`src/rtl/ahb2apb_pkg.sv`:
```
// ahb2apb_pkg: command/response word layout and sequencer state type shared by the APB side of the bridge.
package ahb2apb_pkg;

    typedef enum logic [1:0] {ST_IDLE, ST_SETUP, ST_ACCESS, ST_RESP} apb_state_e;

    // Command word, MSB->LSB: {write, prot[2:0], strb[SW-1:0], addr[AW-1:0], wdata[DW-1:0]}
    function automatic int cmd_width(input int aw, input int dw);
        return 4 + dw / 8 + aw + dw;
    endfunction

    function automatic int addr_lsb(input int dw);
        return dw;
    endfunction

    function automatic int strb_lsb(input int aw, input int dw);
        return aw + dw;
    endfunction

    function automatic int prot_lsb(input int aw, input int dw);
        return aw + dw + dw / 8;
    endfunction

    function automatic int write_bit(input int aw, input int dw);
        return aw + dw + dw / 8 + 3;
    endfunction

    // Response word: {slverr, rdata}
    function automatic int rsp_width(input int dw);
        return dw + 1;
    endfunction

endpackage

```
`src/rtl/ahb2apb_apb_timeout.sv`:
```
// ahb2apb_apb_timeout: counts ACCESS cycles and flags the cycle in which the PREADY limit is reached.
module ahb2apb_apb_timeout #(
    parameter int TIMEOUT = 255
) (
    input  logic clk,
    input  logic rst_n,
    input  logic start,
    input  logic active,
    output logic expired
);

    if (TIMEOUT == 0) begin : g_off
        logic unused;
        assign unused = ^{clk, rst_n, start, active};
        assign expired = 1'b0;
    end else begin : g_on
        localparam int CNTW = $clog2(TIMEOUT + 1);
        localparam logic [CNTW-1:0] LIMIT = CNTW'(TIMEOUT);
        logic [CNTW-1:0] cnt;
        // Loaded with 1 so the count equals the ACCESS cycle number.
        always_ff @(posedge clk or negedge rst_n) begin
            if (!rst_n) cnt <= '0;
            else cnt <= start ? CNTW'(1) : active ? cnt + CNTW'(1) : '0;
        end
        assign expired = active && cnt == LIMIT;
    end

endmodule

```
`src/rtl/ahb2apb_apb_sequencer.sv`:
```
// ahb2apb_apb_sequencer: pops one bridge command, runs one APB SETUP/ACCESS transfer,
// and pushes exactly one {slverr, rdata} response per command, with a PREADY timeout.
module ahb2apb_apb_sequencer
    import ahb2apb_pkg::*;
#(
    parameter int AW = 32,
    parameter int DW = 32,
    parameter int TIMEOUT = 255,
    localparam int SW = DW / 8,
    localparam int CW = cmd_width(AW, DW),
    localparam int RW = rsp_width(DW)
) (
    input  logic          clk,
    input  logic          rst_n,
    input  logic          cmd_rempty_i,
    input  logic [CW-1:0] cmd_rdata_i,
    output logic          cmd_rfifo_o,
    input  logic          rsp_wfull_i,
    output logic          rsp_wfifo_o,
    output logic [RW-1:0] rsp_wdata_o,
    output logic          psel_o,
    output logic          penable_o,
    output logic          pwrite_o,
    output logic [AW-1:0] paddr_o,
    output logic [DW-1:0] pwdata_o,
    output logic [SW-1:0] pstrb_o,
    output logic [2:0]    pprot_o,
    input  logic          pready_i,
    input  logic          pslverr_i,
    input  logic [DW-1:0] prdata_i,
    output logic          busy_o,
    output logic          timeout_o
);

    localparam int ADDR_LSB = addr_lsb(DW);
    localparam int STRB_LSB = strb_lsb(AW, DW);
    localparam int PROT_LSB = prot_lsb(AW, DW);
    localparam int WR_BIT   = write_bit(AW, DW);

    apb_state_e state, next;
    logic [RW-1:0] rsp_q, rsp_d;
    logic expired, done;

    ahb2apb_apb_timeout #(.TIMEOUT(TIMEOUT)) u_timeout (
        .clk     (clk),
        .rst_n   (rst_n),
        .start   (state == ST_SETUP),
        .active  (state == ST_ACCESS),
        .expired (expired)
    );

    assign psel_o      = state == ST_SETUP || state == ST_ACCESS;
    assign penable_o   = state == ST_ACCESS;
    assign busy_o      = state != ST_IDLE;
    assign rsp_wdata_o = (state == ST_RESP || done) ? rsp_d : '0;

    always_comb begin
        next        = state;
        cmd_rfifo_o = 1'b0;
        rsp_wfifo_o = 1'b0;
        timeout_o   = 1'b0;
        done        = 1'b0;
        rsp_d       = rsp_q;
        case (state)
            ST_IDLE: begin
                cmd_rfifo_o = !cmd_rempty_i;
                next        = cmd_rempty_i ? ST_IDLE : ST_SETUP;
            end
            ST_SETUP: next = ST_ACCESS;
            ST_ACCESS: if (pready_i || expired) begin
                // A ready slave in the limit cycle wins over the timeout.
                done        = 1'b1;
                timeout_o   = !pready_i;
                rsp_d       = !pready_i ? {1'b1, {DW{1'b0}}} : {pslverr_i, pwrite_o ? {DW{1'b0}} : prdata_i};
                rsp_wfifo_o = !rsp_wfull_i;
                next        = rsp_wfull_i ? ST_RESP : ST_IDLE;
            end
            ST_RESP: begin
                rsp_wfifo_o = !rsp_wfull_i;
                next        = rsp_wfull_i ? ST_RESP : ST_IDLE;
            end
            default: next = ST_IDLE;
        endcase
    end

    always_ff @(posedge clk or negedge rst_n) begin
        if (!rst_n) begin
            state    <= ST_IDLE;
            rsp_q    <= '0;
            pwrite_o <= 1'b0;
            paddr_o  <= '0;
            pwdata_o <= '0;
            pstrb_o  <= '0;
            pprot_o  <= '0;
        end else begin
            state <= next;
            rsp_q <= rsp_d;
            if (cmd_rfifo_o) begin
                pwrite_o <= cmd_rdata_i[WR_BIT];
                pprot_o  <= cmd_rdata_i[PROT_LSB +: 3];
                paddr_o  <= cmd_rdata_i[ADDR_LSB +: AW];
                pstrb_o  <= cmd_rdata_i[WR_BIT] ? cmd_rdata_i[STRB_LSB +: SW] : '0;
                if (cmd_rdata_i[WR_BIT]) pwdata_o <= cmd_rdata_i[DW-1:0];
            end
        end
    end

endmodule
```
`config.mk`:
```
export PLATFORM = sky130hd
export DESIGN_NAME = ahb2apb_apb_sequencer
export DESIGN_NICKNAME = d
export VERILOG_FILES = /design/src/rtl/ahb2apb_pkg.sv /design/src/rtl/ahb2apb_apb_timeout.sv /design/src/rtl/ahb2apb_apb_sequencer.sv
export SDC_FILE = /design/constraint.sdc
export NUM_CORES = 1
export LEC_CHECK = 0
export BUFFER_PORTS_ARGS = -buffer_cell sky130_fd_sc_hd__buf_2
export CORE_AREA = 4 4 112 114
export DETAILED_ROUTE_END_ITERATION = 8
export DIE_AREA = 0 0 116 118
export GPL_TIMING_DRIVEN = 0
export PLACE_DENSITY = 0.75
export SETUP_SLACK_MARGIN = 0.15
export SLEW_MARGIN = 20
export SYNTH_ARGS = -nofsm -noshare
export SYNTH_HDL_FRONTEND = slang
export SYNTH_SLANG_ARGS = --single-unit
export TNS_END_PERCENT = 30
```
`constraint.sdc`:
```
create_clock -name clk -period 2 [get_ports clk]
set_input_delay 0 -clock clk [delete_from_list [all_inputs] [get_ports clk]]
set_output_delay 0 -clock clk [all_outputs]
set_load 0.02 [all_outputs]
```
# Word-level counts from Yosys, hierarchy flattened
# Index checks and enable logic that the tools add are counted.
[totals]
wordCells = 43
out_inout_bits = 111
ff_bits = 115
inputBits = 110
[op_classes]
n_reduce_logical = 10
eq_ne = 5
addsub = 1
muxes = 19
[op_table]
columns = ["op", "count"]
rows = [
  ["2-to-1 mux 33 bit", 4],
  ["2-to-1 mux 32 bit", 1],
  ["2-to-1 mux 8 bit", 2],
  ["adder 8 x 1 -> 8 bit, second input constant", 1],
  ["== test 8 bit, second input constant", 1],
  ["one-hot mux 2 bit (4 select lines)", 1],
  ["2-to-1 mux 1 bit", 7],
  ["== test 2 bit, second input constant", 2],
  ["2-to-1 mux 2 bit", 2],
  ["2-to-1 mux 4 bit", 1],
  ["zero test 1 bit", 3],
  ["logical OR 1 bit", 3],
  ["== test 2 x 1 -> 1 bit, second input constant", 1],
  ["zero test 2 bit", 1],
  ["!= test 2 bit, second input constant", 1],
  ["one-hot mux 1 bit (2 select lines)", 1],
  ["AND reduction 2 bit", 1],
  ["nonzero test 2 bit", 1],
  ["logical AND 1 bit", 1],
]

# Depth between registers and ports, before layout
# Gate-level depths: netlist of the first run.
[logic_depth]
ltp_word = 7
depth_mapped = 9
mapped_depth_nobuf = 6

# Hierarchy
# From an unflattened synthesis of the first run, not the netlist that was laid out.
[hier_totals]
hier_cells = 406
area_unflattened_um2 = 4825.9
[modules_own_cells]
columns = ["module", "area_per_inst_um2", "n_inst", "seq_area_each_um2", "cells_each"]
rows = [
  ["ahb2apb_apb_sequencer", 4454.3, 1, 2677.6, 369],
  ["ahb2apb_apb_timeout", 371.6, 1, 200.2, 37],
]

# Worst setup path after synthesis of the first run
# No wires, ideal clock.
[synth_path]
path_type = "reg-to-output"
from = "register state[0]"
to = "output port rsp_wdata_o[10]"
path_stages_with_launch = 10
path_slack_ps = 30
arrival_ps = 1970
cell_sequence = "dfrtp_1 -> inv_1 -> ha_1 -> nand4_1 -> o21a_1 -> buf_6 -> and2_4 -> buf_6 -> buf_6 -> a22o_1"
[synth_via]
elab_chain_len = 7
word_cells_on_any_way = 10
classes_between = "eq/ne: 2; mux: 5; reduce/logical: 3"
[synth_lines]
columns = ["element", "line", "text"]
rows = [
  ["start: declaration", "ahb2apb_apb_sequencer.sv:40", "apb_state_e state, next;"],
  ["start signal: assignment", "ahb2apb_apb_sequencer.sv:96", "state <= next;"],
  ["== test 2 bit *", "-", ""],
  ["net penable_o", "ahb2apb_apb_sequencer.sv:22", "output logic penable_o,"],
  ["logical AND 1 bit", "ahb2apb_apb_timeout.sv:25", "assign expired = active && cnt == LIMIT;"],
  ["logical OR 1 bit", "ahb2apb_apb_sequencer.sv:70", "ST_ACCESS: if (pready_i || expired) begin"],
  ["2-to-1 mux 1 bit", "ahb2apb_apb_sequencer.sv:70", ""],
  ["2-to-1 mux 1 bit", "ahb2apb_apb_sequencer.sv:64", "case (state)"],
  ["logical OR 1 bit", "ahb2apb_apb_sequencer.sv:55", "assign rsp_wdata_o = (state == ST_RESP || done) ? rsp_d : '0;"],
  ["2-to-1 mux 33 bit *", "ahb2apb_apb_sequencer.sv:55", ""],
  ["end: declaration", "ahb2apb_apb_sequencer.sv:20", "output logic [RW-1:0] rsp_wdata_o,"],
]
# Mark *: on every way through the listed nets, which the timed path passes. The rest lies on a longest branch.

# Final worst setup path of the first run
[layout_path]
from = "register state[0]"
to = "output port rsp_wdata_o[8]"
[layout_via]
elab_chain_len = 7
word_cells_on_any_way = 10
classes_between = "eq/ne: 2; mux: 5; reduce/logical: 3"
[layout_lines]
columns = ["element", "line"]
rows = [
  ["== test 2 bit", "ahb2apb_apb_sequencer.sv:48, ahb2apb_apb_sequencer.sv:64"],
  ["logical AND 1 bit", "ahb2apb_apb_timeout.sv:25"],
  ["logical OR 1 bit", "ahb2apb_apb_sequencer.sv:70"],
  ["2-to-1 mux 1 bit", "ahb2apb_apb_sequencer.sv:70"],
  ["2-to-1 mux 1 bit", "ahb2apb_apb_sequencer.sv:64"],
  ["logical OR 1 bit", "ahb2apb_apb_sequencer.sv:55"],
  ["2-to-1 mux 33 bit *", "ahb2apb_apb_sequencer.sv:55"],
]
# Every way passes the cells marked *; elsewhere a longest branch is shown, timed or not.

==> impl_metrics.tcl, run 1 <==
set metrics [dict create \
    arrival_ps 2200 \
    setup_ws_ps -196.7 \
    synthCells 408 \
    setup_tns_ps -7198 \
    holdWs_ps 49.67 \
    nFillCells 716 \
    ioPinCount 221 \
    clk_latency_ps 410 \
    synth_area_per_cell_um2 11.69 \
    wirelength_um 16470 \
    grt_use_total_pct 24.03 \
    max_cap_violations 0 \
    grt_pass1_vias 5077 \
    irDropWorstVdd_uv 1053 \
    gp_congestion 0.8558 \
    portBuffers 220 \
    status "complete, but fails checks" \
    dp_slack_ps -183.2 \
    total_power_uw 12770 \
    synthesis.area_um2 4770 \
    nNetsFinal 885 \
    crit_required_ps 2000 \
    tightest_slew_ps 606.4 \
    ys_ff_latch 115 \
    stdcell_area_um2 8213 \
    finalHoldViolCount 0 \
    die_area_um2 13690 \
    ant_nets 0 \
    clkTransAtPathRegs_ps 50 \
    cts_sinks 115 \
    wl_per_cell_um 17.82 \
    p_leak_uw 0.004214 \
    violations "setup timing" \
    grt_pass1_wl_um 25410 \
    rsz0062_at_grt "yes" \
    diodes 0 \
    drt_iter0_drc 344 \
    crit_type "flip-flop to output pin" \
    powerDensity_nw_per_um2 1555 \
    htreeDepth 4 \
    cp_max_fo 6 \
    rows 39 \
    post-dp-hpwl_um 9533 \
    numCtsBuffers 17 \
    ys_seq_area_share_pct 60.34 \
    viasPerCell 5.083 \
    start_util_pct 41.77 \
    final_layout_size_suffix_gt1_share_pct 39.95 \
    cts_tree "done" \
    endpoint_kind "output pin" \
    ff2ff_setup_slack_ps -100 \
    timing.final.crit_period_ps 2197 \
    syn-num-nets 524 \
    area_growth_pct 72.19 \
    postPlaceCellArea_um2 6092 \
    setup-violations-final 55 \
    vias 4697 \
    period_share_pct 109.8 \
    root_buffer "clkbuf_16" \
    drcViolationCount 0 \
    timing.slew.headroom_pct 59.57 \
    overflow 0 \
    synth.distinct_cells 30 \
    yosysWarnings 0 \
    grt_max_degree 63 \
    drv_slew 0 \
    cp-start-kind "flip-flop" \
    die_w_um 116 \
    drt_pass1_iterations 4 \
    die_h_um 118 \
    hold_class "input port to flip-flop" \
    finClkSkew_ps 8.203 \
    fmax_mhz 455.2 \
    cts_buffer_depth 2 \
    antenna_found_initial 0 \
    placeableCoreArea_um2 11420 \
]
[power breakdown]
part / internal [uW] / switching, uW
clock: 1890 / 992
sequential: 3420 / 622
combinational: 2600 / 3250
total: 7910 / 4870
[kinds of logic after synthesis]
family / after synthesis / share of synthesized area [%]
and+or+nand+nor: 134 / 11.39
DFF: 115 / 60.34
AOI/OAI and AO/OA: 79 / 13.82
buffers and inverters: 35 / 3.987
muxes: 33 / 7.791
xor gates and xnor gates: 6 / 1.102
adders and majority gates: 6 / 1.574
[metal layers]
metal	wire [um]	global-route usage, %
met1	6148	26.68
met2	8364	40.07
met3	1421	8.483
met4	536	12.26
met5	0	0
[layout by cell type, fill, tap and decap left out, types with 6 or more instances in the layout]
master,instances
clkbuf_8,6
a22o_1,68
nor2_1,9
clkbuf_16,19
mux2_2,19
buf_6,43
buf_4,10
clkbuf_1,8
inv_1,7
dfrtp_1,114
dlygate4sd3_1,107
buf_2,193
mux2_1,14
nand2_1,107
[metrics by stage]
step                      util, %  cells
after floorplan                 -    408
after global placement      53.06    771
after detailed placement    53.35    772
after CTS                   71.01    921
after global routing        71.93    924
final                       71.93    924
[flip-flops by register name, summed over array words and instances (netlist names)]
signal / cells
paddr_o: 32
pprot_o: 3
pstrb_o: 4
pwdata_o: 32
pwrite_o: 1
rsp_q: 33
state: 2
u_timeout.g_on.cnt: 8
[cells in the mapped netlist, drive strengths merged]
cell	number	share of area, %
a21o	2	0.31
a21oi	5	0.52
a22o	68	12
a31oi	1	0.13
and2	2	0.31
and3	1	0.13
and4	1	0.18
buf	17	2.6
clkbuf	9	0.71
dfrtp	115	60
ha	6	1.6
inv	9	0.71
mux2	33	7.8
nand2	108	8.5
nand2b	2	0.26
nand3	3	0.31
nand4	5	0.66
nor2	10	0.79
nor2b	1	0.13
nor3	1	0.10
o21a	1	0.16
o21ai	2	0.21
xnor2	1	0.18
xor2	5	0.92
[worst max-delay path: stages, from the launching register on]
cell	delay (ps)
dfrtp_1	390
inv_2	80
ha_4	150
nand4_1	100
o21a_1	200
buf_6	110
and2_4	140
buf_6	130
buf_4	150
a22o_1	200
buf_6	140
[area by class of cell]
type / count / area [um^2] / area share (%)
flip-flops and latches: 115 / 2879 / 35.05
repair buffers: 342 / 2537 / 30.90
multi-input cells: 258 / 1767 / 21.51
clock buffers: 27 / 523.0 / 6.368
plain buffers: 26 / 241.5 / 2.940
well taps: 143 / 178.9 / 2.179
clock inverters: 4 / 45.04 / 0.5484
inverters: 9 / 41.29 / 0.5027
[timing repair]
item	in CTS	in global routing
pin swaps	10	27
resized for setup	82	28
buffers inserted	10	3
hold buffers	107	0
endpoints found under the setup margin	105	114
hold endpoints to repair	183	0
gates cloned	1	0
[path summary, 6_finish.rpt]
path,startpoint,end,cells after the start
max in group asynchronous,rst_n,rsp_q[7],3
worst max register to register,state[0],rsp_q[24],12
worst max-delay path,state[0],rsp_wdata_o[8],10
worst min-delay path,pready_i,state[0],4
worst min register to register,pprot_o[2],pprot_o[2],2
min in group asynchronous,rst_n,paddr_o[5],2
Power figures use the tool's default switching activity.
==> inputs of run 2 (changes only) <==
--- a/config.mk
+++ b/config.mk
@@ -9,7 +9,6 @@
 export CORE_AREA = 4 4 112 114
 export DETAILED_ROUTE_END_ITERATION = 8
 export DIE_AREA = 0 0 116 118
-export GPL_TIMING_DRIVEN = 0
 export PLACE_DENSITY = 0.75
 export SETUP_SLACK_MARGIN = 0.15
 export SLEW_MARGIN = 20
==> run 2 against run 1 <==
  * Final cell count decreased by 2.5%
  * Critical path type unchanged
  * Critical path depth decreased by 3
  * Non-clock buffer count decreased by 27
  * Largest power group unchanged
  * Global-route usage decreased by 0.69 points
  * Routed wire length decreased by 2.5%
  * Flip-flop and latch count unchanged
  * Total power decreased by 2.6%
  * Sequential share of layout area increased by 1.1 points
  * Combinational power decreased by 7.4%
  * Clock power increased by 3%
  * Design area decreased by 3.1%
  * Critical endpoint is now rsp_wdata_o[27]
  * Register-to-register slack improved by 240 ps
  * The run now ends clean
==> impl_metrics.tcl, run 2 (synthesis results as in run 1) <==
set metrics [dict create \
    crit_type "flip-flop to output pin" \
    die_w_um 116 \
    setup-violations-final 0 \
    setup_tns_ps 0 \
    fmax_mhz 505.6 \
    finClkSkew_ps 13.10 \
    r2r-end "pwdata_o[6]" \
    powerDensity_nw_per_um2 1565 \
    hold_class "input port to flip-flop" \
    grt_use_total_pct 23.34 \
    ioPinCount 221 \
    final_cell_mix "191 x buf_2, 114 x dfrtp_1, 107 x nand2_1, 107 x dlygate4sd3_1, 68 x a22o_1" \
    rsz0062_at_grt "yes" \
    max_cap_violations 0 \
    top_regs "rsp_q: 33 flops, paddr_o: 32 flops, pwdata_o: 32 flops" \
    cp_max_fo 8 \
    drcViolationCount 0 \
    rows 39 \
    placeableCoreArea_um2 11420 \
    drv_slew 0 \
    die_area_um2 13690 \
    final_layout_size_suffix_gt1_share_pct 39.18 \
    nNetsFinal 861 \
    period_share_pct 98.90 \
    min_to "rsp_q[32]" \
    grt_pass1_vias 4928 \
    overflow 0 \
    clkTransAtPathRegs_ps 60 \
    holdWs_ps 55.12 \
    start_util_pct 41.77 \
    post-dp-hpwl_um 8959 \
    grt_pass1_wl_um 25010 \
    crit_required_ps 2000 \
    final_common_cell "buf_2" \
    drt_iter0_drc 366 \
    min_from "pready_i" \
    root_buffer "clkbuf_16" \
    status "finished clean" \
    ant_nets 0 \
    p_leak_uw 0.004061 \
    drt_pass1_iterations 4 \
    gp_congestion 0.8418 \
    viasPerCell 5.040 \
    cts_sinks 115 \
    cts_tree "done" \
    die_h_um 118 \
    arrival_ps 1980 \
    cp-start-kind "flip-flop" \
    timing.final.crit_period_ps 1978 \
    r2r_cells 7 \
    wirelength_um 16060 \
    clk_latency_ps 410 \
    ff2ff_setup_slack_ps 140 \
    area_growth_pct 66.79 \
    finalHoldViolCount 0 \
    diodes 0 \
    cts_buffer_depth 2 \
    grt_max_degree 51 \
    antenna_found_initial 0 \
    numCtsBuffers 17 \
    endpoint_kind "output pin" \
    holdPathStages 4 \
    irDropWorstVdd_uv 970.3 \
    htreeDepth 4 \
    timing.slew.headroom_pct 62.00 \
    top_register "rsp_q" \
    largest_reg_flops 33 \
    reg2reg_from "state[1]" \
    portBuffers 220 \
    tightest_slew_ps 570.0 \
    vias 4541 \
    wl_per_cell_um 17.82 \
]
run 2: critical path, cell delays in order (launching register included):
cell and delay [ps]:
dfrtp_1 400, inv_2 80, ha_4 140, nand4_1 110
o21a_4 260, and2_4 220, a22o_1 220, buf_6 140
run 2: routing by layer:
layer | vias up | part of all wire (%) | track usage, %
met5 | - | 0 | 0
met4 | 0 | 3.1 | 9.427
met3 | 42 | 9.2 | 7.969
met2 | 248 | 49 | 38.31
met1 | 2161 | 39 | 27.82
li1 | 2090 | - | -
run 2: timing repair:
| item | CTS | global route |
|---|---|---|
| setup endpoints to repair | 40 | 67 |
| cloned | 3 | 0 |
| pin swaps | 4 | 3 |
| hold buffers | 107 | 0 |
| endpoints found under the hold margin | 146 | 0 |
| buffers inserted | 5 | 0 |
| resized for setup | 37 | 34 |
run 2: through the flow:
stage | power (uW) | worst slack, ps | util [%] | instances | area (um^2)
floorplan | 7095 | 134.6 | - | 408 | 4778
global placement | 8555 | 247.5 | 52.64 | 754 | 6011
detailed placement | 8720 | 173.1 | 52.64 | 754 | 6011
CTS | 12250 | 27.71 | 68.76 | 901 | 7851
global route | 13160 | -33.27 | 69.67 | 901 | 7955
finish | 12450 | 22.07 | 69.67 | 901 | 7955
run 2: how the worst max path moves through the flow:
stage	start	to	slack, ps	depth (start not counted)
after CTS	state[1]	cmd_rfifo_o	30	6
after global placement	state[0]	pwdata_o[6]	250	7
after global routing	state[0]	rsp_wdata_o[15]	-30	7
after floorplan	state[0]	rsp_wdata_o[10]	130	9
final	state[0]	rsp_wdata_o[27]	20	7
after detailed placement	state[1]	pwdata_o[6]	170	7
run 2: report_power, final:
| group | switching [uW] | total (uW) | internal (uW) | leakage, uW |
|---|---|---|---|---|
| clock | 1070 | 2970 | 1900 | 0.000270 |
| sequential | 641 | 4060 | 3420 | 0.00144 |
| combinational | 3120 | 5420 | 2300 | 0.00235 |
| total | 4840 | 12400 | 7610 | 0.00406 |
run 2: layout make-up:
| type | instances | area [um^2] |
|---|---|---|
| Multi-Input combinational cell | 261 | 1773 |
| Sequential cell | 115 | 2879 |
| Timing Repair Buffer | 341 | 2501 |
| Inverter | 9 | 33.78 |
| Tap cell | 143 | 178.9 |
| Clock buffer | 20 | 456.7 |
| Clock inverter | 12 | 132.6 |
| Fill cell | 787 | 3463 |
